`src/rtl/pipe_rc_adder_pkg.sv`:
```
// Shared constants and helpers for the pipelined ripple-carry adder.
// Default geometry and the stage-count / split-legality functions.
package pipe_rc_adder_pkg;

  localparam int DEF_WIDTH = 16;
  localparam int DEF_SEG   = 4;

  function automatic int nstage(input int w, input int s);
    return (s > 0) ? w / s : 0;
  endfunction

  function automatic bit split_ok(input int w, input int s);
    return (s > 0) && (w >= s) && ((w % s) == 0);
  endfunction

endpackage

```
`src/rtl/rc_seg_adder.sv`:
```
// Combinational SEG-bit ripple-carry segment.
// c_msb is the carry into the top bit, used for signed overflow.
module rc_seg_adder
  import pipe_rc_adder_pkg::*;
#(
  parameter int SEG = DEF_SEG
) (
  input  logic [SEG-1:0] a,
  input  logic [SEG-1:0] b,
  input  logic           cin,
  output logic [SEG-1:0] sum,
  output logic           cout,
  output logic           c_msb
);

  logic [SEG:0] c;

  always_comb begin
    c    = '0;
    sum  = '0;
    c[0] = cin;
    for (int i = 0; i < SEG; i++) begin
      sum[i]   = a[i] ^ b[i] ^ c[i];
      c[i+1]   = (a[i] & b[i]) | (c[i] & (a[i] ^ b[i]));
    end
  end

  assign cout  = c[SEG];
  assign c_msb = c[SEG-1];

endmodule

```
`src/rtl/pipe_rc_adder.sv`:
```
// Pipelined ripple-carry adder/subtractor, one SEG-bit segment per stage.
// All stages advance together; a stall freezes the whole pipe.
module pipe_rc_adder
  import pipe_rc_adder_pkg::*;
#(
  parameter int WIDTH = DEF_WIDTH,
  parameter int SEG   = DEF_SEG
) (
  input  logic             clk,
  input  logic             rst,
  input  logic             in_valid,
  output logic             in_ready,
  input  logic [WIDTH-1:0] a,
  input  logic [WIDTH-1:0] b,
  input  logic             sub,
  input  logic             cin,
  output logic             out_valid,
  input  logic             out_ready,
  output logic [WIDTH-1:0] sum,
  output logic             carry_out,
  output logic             overflow
);

  localparam int NSTAGE = nstage(WIDTH, SEG);

  if (!split_ok(WIDTH, SEG)) begin : g_bad_split
    $error("pipe_rc_adder: WIDTH must be a multiple of SEG");
  end

  logic [NSTAGE-1:0][WIDTH-1:0] a_q, b_q, s_q;
  logic [NSTAGE-1:0][WIDTH-1:0] a_src, b_src, s_src;
  logic [NSTAGE-1:0][WIDTH-1:0] s_nxt;
  logic [NSTAGE-1:0][SEG-1:0]   seg_s;
  logic [NSTAGE-1:0]            v_q, c_q;
  logic [NSTAGE-1:0]            v_src, c_src;
  logic [NSTAGE-1:0]            co, cm;
  logic                         ov_q;
  logic                         adv;

  assign adv      = out_ready | ~v_q[NSTAGE-1];
  assign in_ready = adv;

  // Operands shift down by SEG per stage, so every
  // stage consumes the low segment of what it holds.
  always_comb begin
    a_src = '0;
    b_src = '0;
    s_src = '0;
    c_src = '0;
    v_src = '0;
    for (int k = 0; k < NSTAGE; k++) begin
      if (k == 0) begin
        a_src[0] = a;
        b_src[0] = b ^ {WIDTH{sub}};
        s_src[0] = '0;
        c_src[0] = sub | cin;
        v_src[0] = in_valid;
      end else begin
        a_src[k] = a_q[k-1];
        b_src[k] = b_q[k-1];
        s_src[k] = s_q[k-1];
        c_src[k] = c_q[k-1];
        v_src[k] = v_q[k-1];
      end
    end
    s_nxt = s_src;
    for (int k = 0; k < NSTAGE; k++) begin
      s_nxt[k][k*SEG +: SEG] = seg_s[k];
    end
  end

  for (genvar k = 0; k < NSTAGE; k++) begin : g_stage
    rc_seg_adder #(.SEG(SEG)) u_seg (
      .a     (a_src[k][SEG-1:0]),
      .b     (b_src[k][SEG-1:0]),
      .cin   (c_src[k]),
      .sum   (seg_s[k]),
      .cout  (co[k]),
      .c_msb (cm[k])
    );
  end

  always_ff @(posedge clk) begin
    if (rst) begin
      v_q  <= '0;
      a_q  <= '0;
      b_q  <= '0;
      s_q  <= '0;
      c_q  <= '0;
      ov_q <= 1'b0;
    end else if (adv) begin
      v_q  <= v_src;
      c_q  <= co;
      s_q  <= s_nxt;
      ov_q <= co[NSTAGE-1] ^ cm[NSTAGE-1];
      for (int k = 0; k < NSTAGE; k++) begin
        a_q[k] <= a_src[k] >> SEG;
        b_q[k] <= b_src[k] >> SEG;
      end
    end
  end

  assign out_valid = v_q[NSTAGE-1];
  assign sum       = s_q[NSTAGE-1];
  assign carry_out = c_q[NSTAGE-1];
  assign overflow  = ov_q;

endmodule

```
`config.mk`:
```
export PLATFORM = sky130hd
export DESIGN_NAME = pipe_rc_adder
export DESIGN_NICKNAME = d
export VERILOG_FILES = /design/src/rtl/pipe_rc_adder_pkg.sv /design/src/rtl/rc_seg_adder.sv /design/src/rtl/pipe_rc_adder.sv
export SDC_FILE = /design/constraint.sdc
export NUM_CORES = 1
export LEC_CHECK = 0
export ABC_CLOCK_PERIOD_IN_PS = 7700
export CAP_MARGIN = 20
export CORE_MARGIN = 3
export CORE_UTILIZATION = 56
export CTS_CLUSTER_DIAMETER = 50
export DETAILED_ROUTE_END_ITERATION = 7
export GPL_ROUTABILITY_DRIVEN = 0
export PLACE_DENSITY = 0.82
export SLEW_MARGIN = 25
export SYNTH_ARGS = -nofsm -noshare
export SYNTH_HDL_FRONTEND = slang
export SYNTH_HIERARCHICAL = 1
export SYNTH_SLANG_ARGS = --single-unit
```
`constraint.sdc`:
```
create_clock -name clk -period 7.7 [get_ports clk]
set_input_delay 1.54 -clock clk [delete_from_list [all_inputs] [get_ports clk]]
set_output_delay 1.54 -clock clk [all_outputs]
set_load 0.005 [all_outputs]
```
==> impl_metrics.tcl <==
set metrics [dict create \
    antenna_found_initial 0 \
    wire_per_inst_um 11.2 \
    r2r-end "s_nxt[39]$_SDFFE_PP0P_" \
    io_buffers 57 \
    cp_slowest_cell "buf_4" \
    max_stage_delay_ns 0.63 \
    finalHoldViolations 0 \
    worstSetupEndpointType "primary output" \
    dr.pass1.iters 5 \
    ff2ff_path_depth 8 \
    p_total_mw 1.02 \
    wirelength_mm 6.90 \
    synth_seq_area_share 0.481 \
    io_pins 58 \
    hold_depth 2 \
    worstSetupPathType "input pin to primary output" \
    cap_violations 0 \
    hold_path_startpoint "sum[1]$_SDFFE_PP0P_" \
    clk_path_buf_depth 2 \
    worstHoldEndpoint "sum[1]$_SDFFE_PP0P_" \
    area_growth_pct 17.7 \
    internal_power_uw 790 \
    ctsResizeCount 0 \
    grt_usage 0.171 \
    hold_path.class "flop to flop" \
    crit_path_frequent_cell "clkdlybuf4s50_1" \
    cts_hold_buf 0 \
    power.density_mw_per_mm2 215 \
    dieArea_mm2 0.00827 \
    dp_cells 598 \
    htreeDepth 3 \
    cp_cell_sequence "clkdlybuf4s50_1, nor2b_4, buf_4, clkinv_2, clkdlybuf4s50_1" \
    num_antenna_cells 0 \
    cts_tree "yes" \
    grt_max_degree 110 \
    cts.sinks 97 \
    arrival_ns 3.41 \
    grt_overflow 0 \
    cp_data_required_time_ns 6.16 \
    dieHeight_um 90.9 \
    syn_area_mm2 0.00404 \
    rrSetupSlack_ns 5.51 \
    rows 30 \
    synth_seq_cells 97 \
    fmax_mhz 202 \
    drive_above_1_share 0.0695 \
    worst_pin_slew_ns 1.00 \
    setup_viol 0 \
    p_switching_uw 231 \
    start_kind "input pin" \
    dp_hpwl_mm 4.45 \
    clock_power_share 0.353 \
    num_vias 3013 \
    cts_buffers 9 \
    finalNetCount 567 \
    stdcell_count 614 \
    finalClockSkew_ns 0.00750 \
    holdWs_ns 0.452 \
    worstPathMaxFanout 85 \
    syn_avg_cell_area_um2 8.49 \
    netlist-cell-type-count 16 \
    maxSlewHeadroom 0.332 \
    viasPerCell 4.91 \
    fin_crit_sh 0.643 \
    rsz0062_at_grt "false" \
    start_util 0.585 \
    outcome "completed" \
    syn-num-nets 530 \
    switching_share 0.226 \
    die_x_um 90.9 \
    yosysWarnings 6 \
    root_buffer "clkbuf_8" \
    postCtsSetupRepairBufs 0 \
    drt_iter0_markers 145 \
    fin_crit_ns 4.95 \
    grt_pass1_vias 2725 \
    reg2reg_from "c_q[0]$_SDFFE_PP0P_" \
    p_leak_nw 1.84 \
    drc 0 \
    vdd_drop_max_uv 97.7 \
    synthCells 476 \
    clock_latency_ns 0.34 \
    grt_pass1_wl_mm 11.6 \
    final_max_slew_viol_count 0 \
    tns_ns 0 \
    ant_nets 0 \
    coreArea_mm2 0.00691 \
    clkTransAtPathRegs_ns 0.08 \
    combPwrFrac 0.107 \
    seqPwrFrac 0.540 \
]
==> placed cells by master (no fill, tap or decap), types with 11 or more instances in the layout <==
master | Yosys | layout
a211oi_2 | 13 | 13
a21oi_1 | 83 | 83
clkbuf_8 | 0 | 11
clkdlybuf4s50_1 | 0 | 56
dfxtp_1 | 97 | 97
fa_1 | 16 | 16
inv_1 | 32 | 32
nand2_1 | 166 | 166
nor2_1 | 15 | 15
xnor2_1 | 13 | 13
==> how the worst max path moves through the flow <==
stage	start	end	slack [ns]	cells after the start
after detailed placement	out_ready	in_ready	2.80	5
after CTS	out_ready	in_ready	2.78	5
after global placement	out_ready	in_ready	2.79	5
final	out_ready	in_ready	2.75	5
after global routing	out_ready	in_ready	2.63	5
after floorplan	sub	s_nxt[19]$_SDFFE_PP0P_	4.05	11
==> cells in the mapped netlist <==
library cell | instances | share of area
xor2_1 | 4 | 0.0087
inv_2 | 1 | 0.00093
inv_1 | 32 | 0.030
nor2_1 | 15 | 0.014
clkbuf_1 | 6 | 0.0056
xnor2_1 | 13 | 0.028
a211oi_2 | 13 | 0.040
or2_2 | 1 | 0.0015
fa_1 | 16 | 0.079
a21oi_1 | 83 | 0.10
dfxtp_1 | 97 | 0.48
nor2b_4 | 1 | 0.0034
buf_4 | 11 | 0.020
nand2_1 | 166 | 0.15
buf_2 | 11 | 0.014
buf_6 | 6 | 0.017
==> state kept, by name, indices dropped and copies added (netlist names) <==
signal,flops
s_nxt,24
overflow,1
v_q,4
c_q,4
sum,16
b_q,24
a_q,24
==> through the flow <==
step / cell area (um^2) / worst slack, ns / utilization
final: 4760 / 2.75 / 0.689
after global routing: 4760 / 2.63 / 0.689
after CTS: 4750 / 2.78 / 0.688
after detailed placement: 4520 / 2.80 / 0.655
after global placement: 4520 / 2.79 / 0.655
after floorplan: 4040 / 4.05 / -
==> power by group through the flow <==
stage | Sequential, mW | Clock [mW] | Combinational (mW)
after floorplan | 0.559 | 0 | 0.0715
after global placement | 0.562 | 0 | 0.106
after detailed placement | 0.563 | 0 | 0.109
after CTS | 0.552 | 0.370 | 0.110
after global routing | 0.556 | 0.387 | 0.125
final | 0.551 | 0.360 | 0.109
==> layer usage <==
metal,share of wire,up-vias,GRT usage
li1,-,1556,-
met5,0,-,0
met1,0.46,1378,0.212
met2,0.48,66,0.286
met3,0.039,13,0.0315
met4,0.019,0,0.0854
==> critical path: cells and delay by family <==
kind	cells	cell delay (ns)
buffers and inverters	4	1.71
and+or+nand+nor	1	0.11
==> kinds of logic (layout without fill, tap and decap cells) <==
| group | count (synthesis) | count (layout) | share of synthesized area |
|---|---|---|---|
| simple gates | 183 | 183 | 0.173 |
| flops | 97 | 97 | 0.481 |
| compound gates | 96 | 96 | 0.143 |
| buf+inv | 67 | 109 | 0.0870 |
| xor+xnor | 17 | 17 | 0.0369 |
| fa+ha+maj | 16 | 16 | 0.0793 |
==> cell type report <==
cell class              instances  area [um^2]
clock buffers                  11          151
inverters                      33          125
well taps                      96          120
flip-flops and latches         97         1940
repair buffers                 60          594
multi-input cells             312         1750
fillers                       590         2150
clock inverters                 5         77.6
Power figures use the tool's default switching activity.
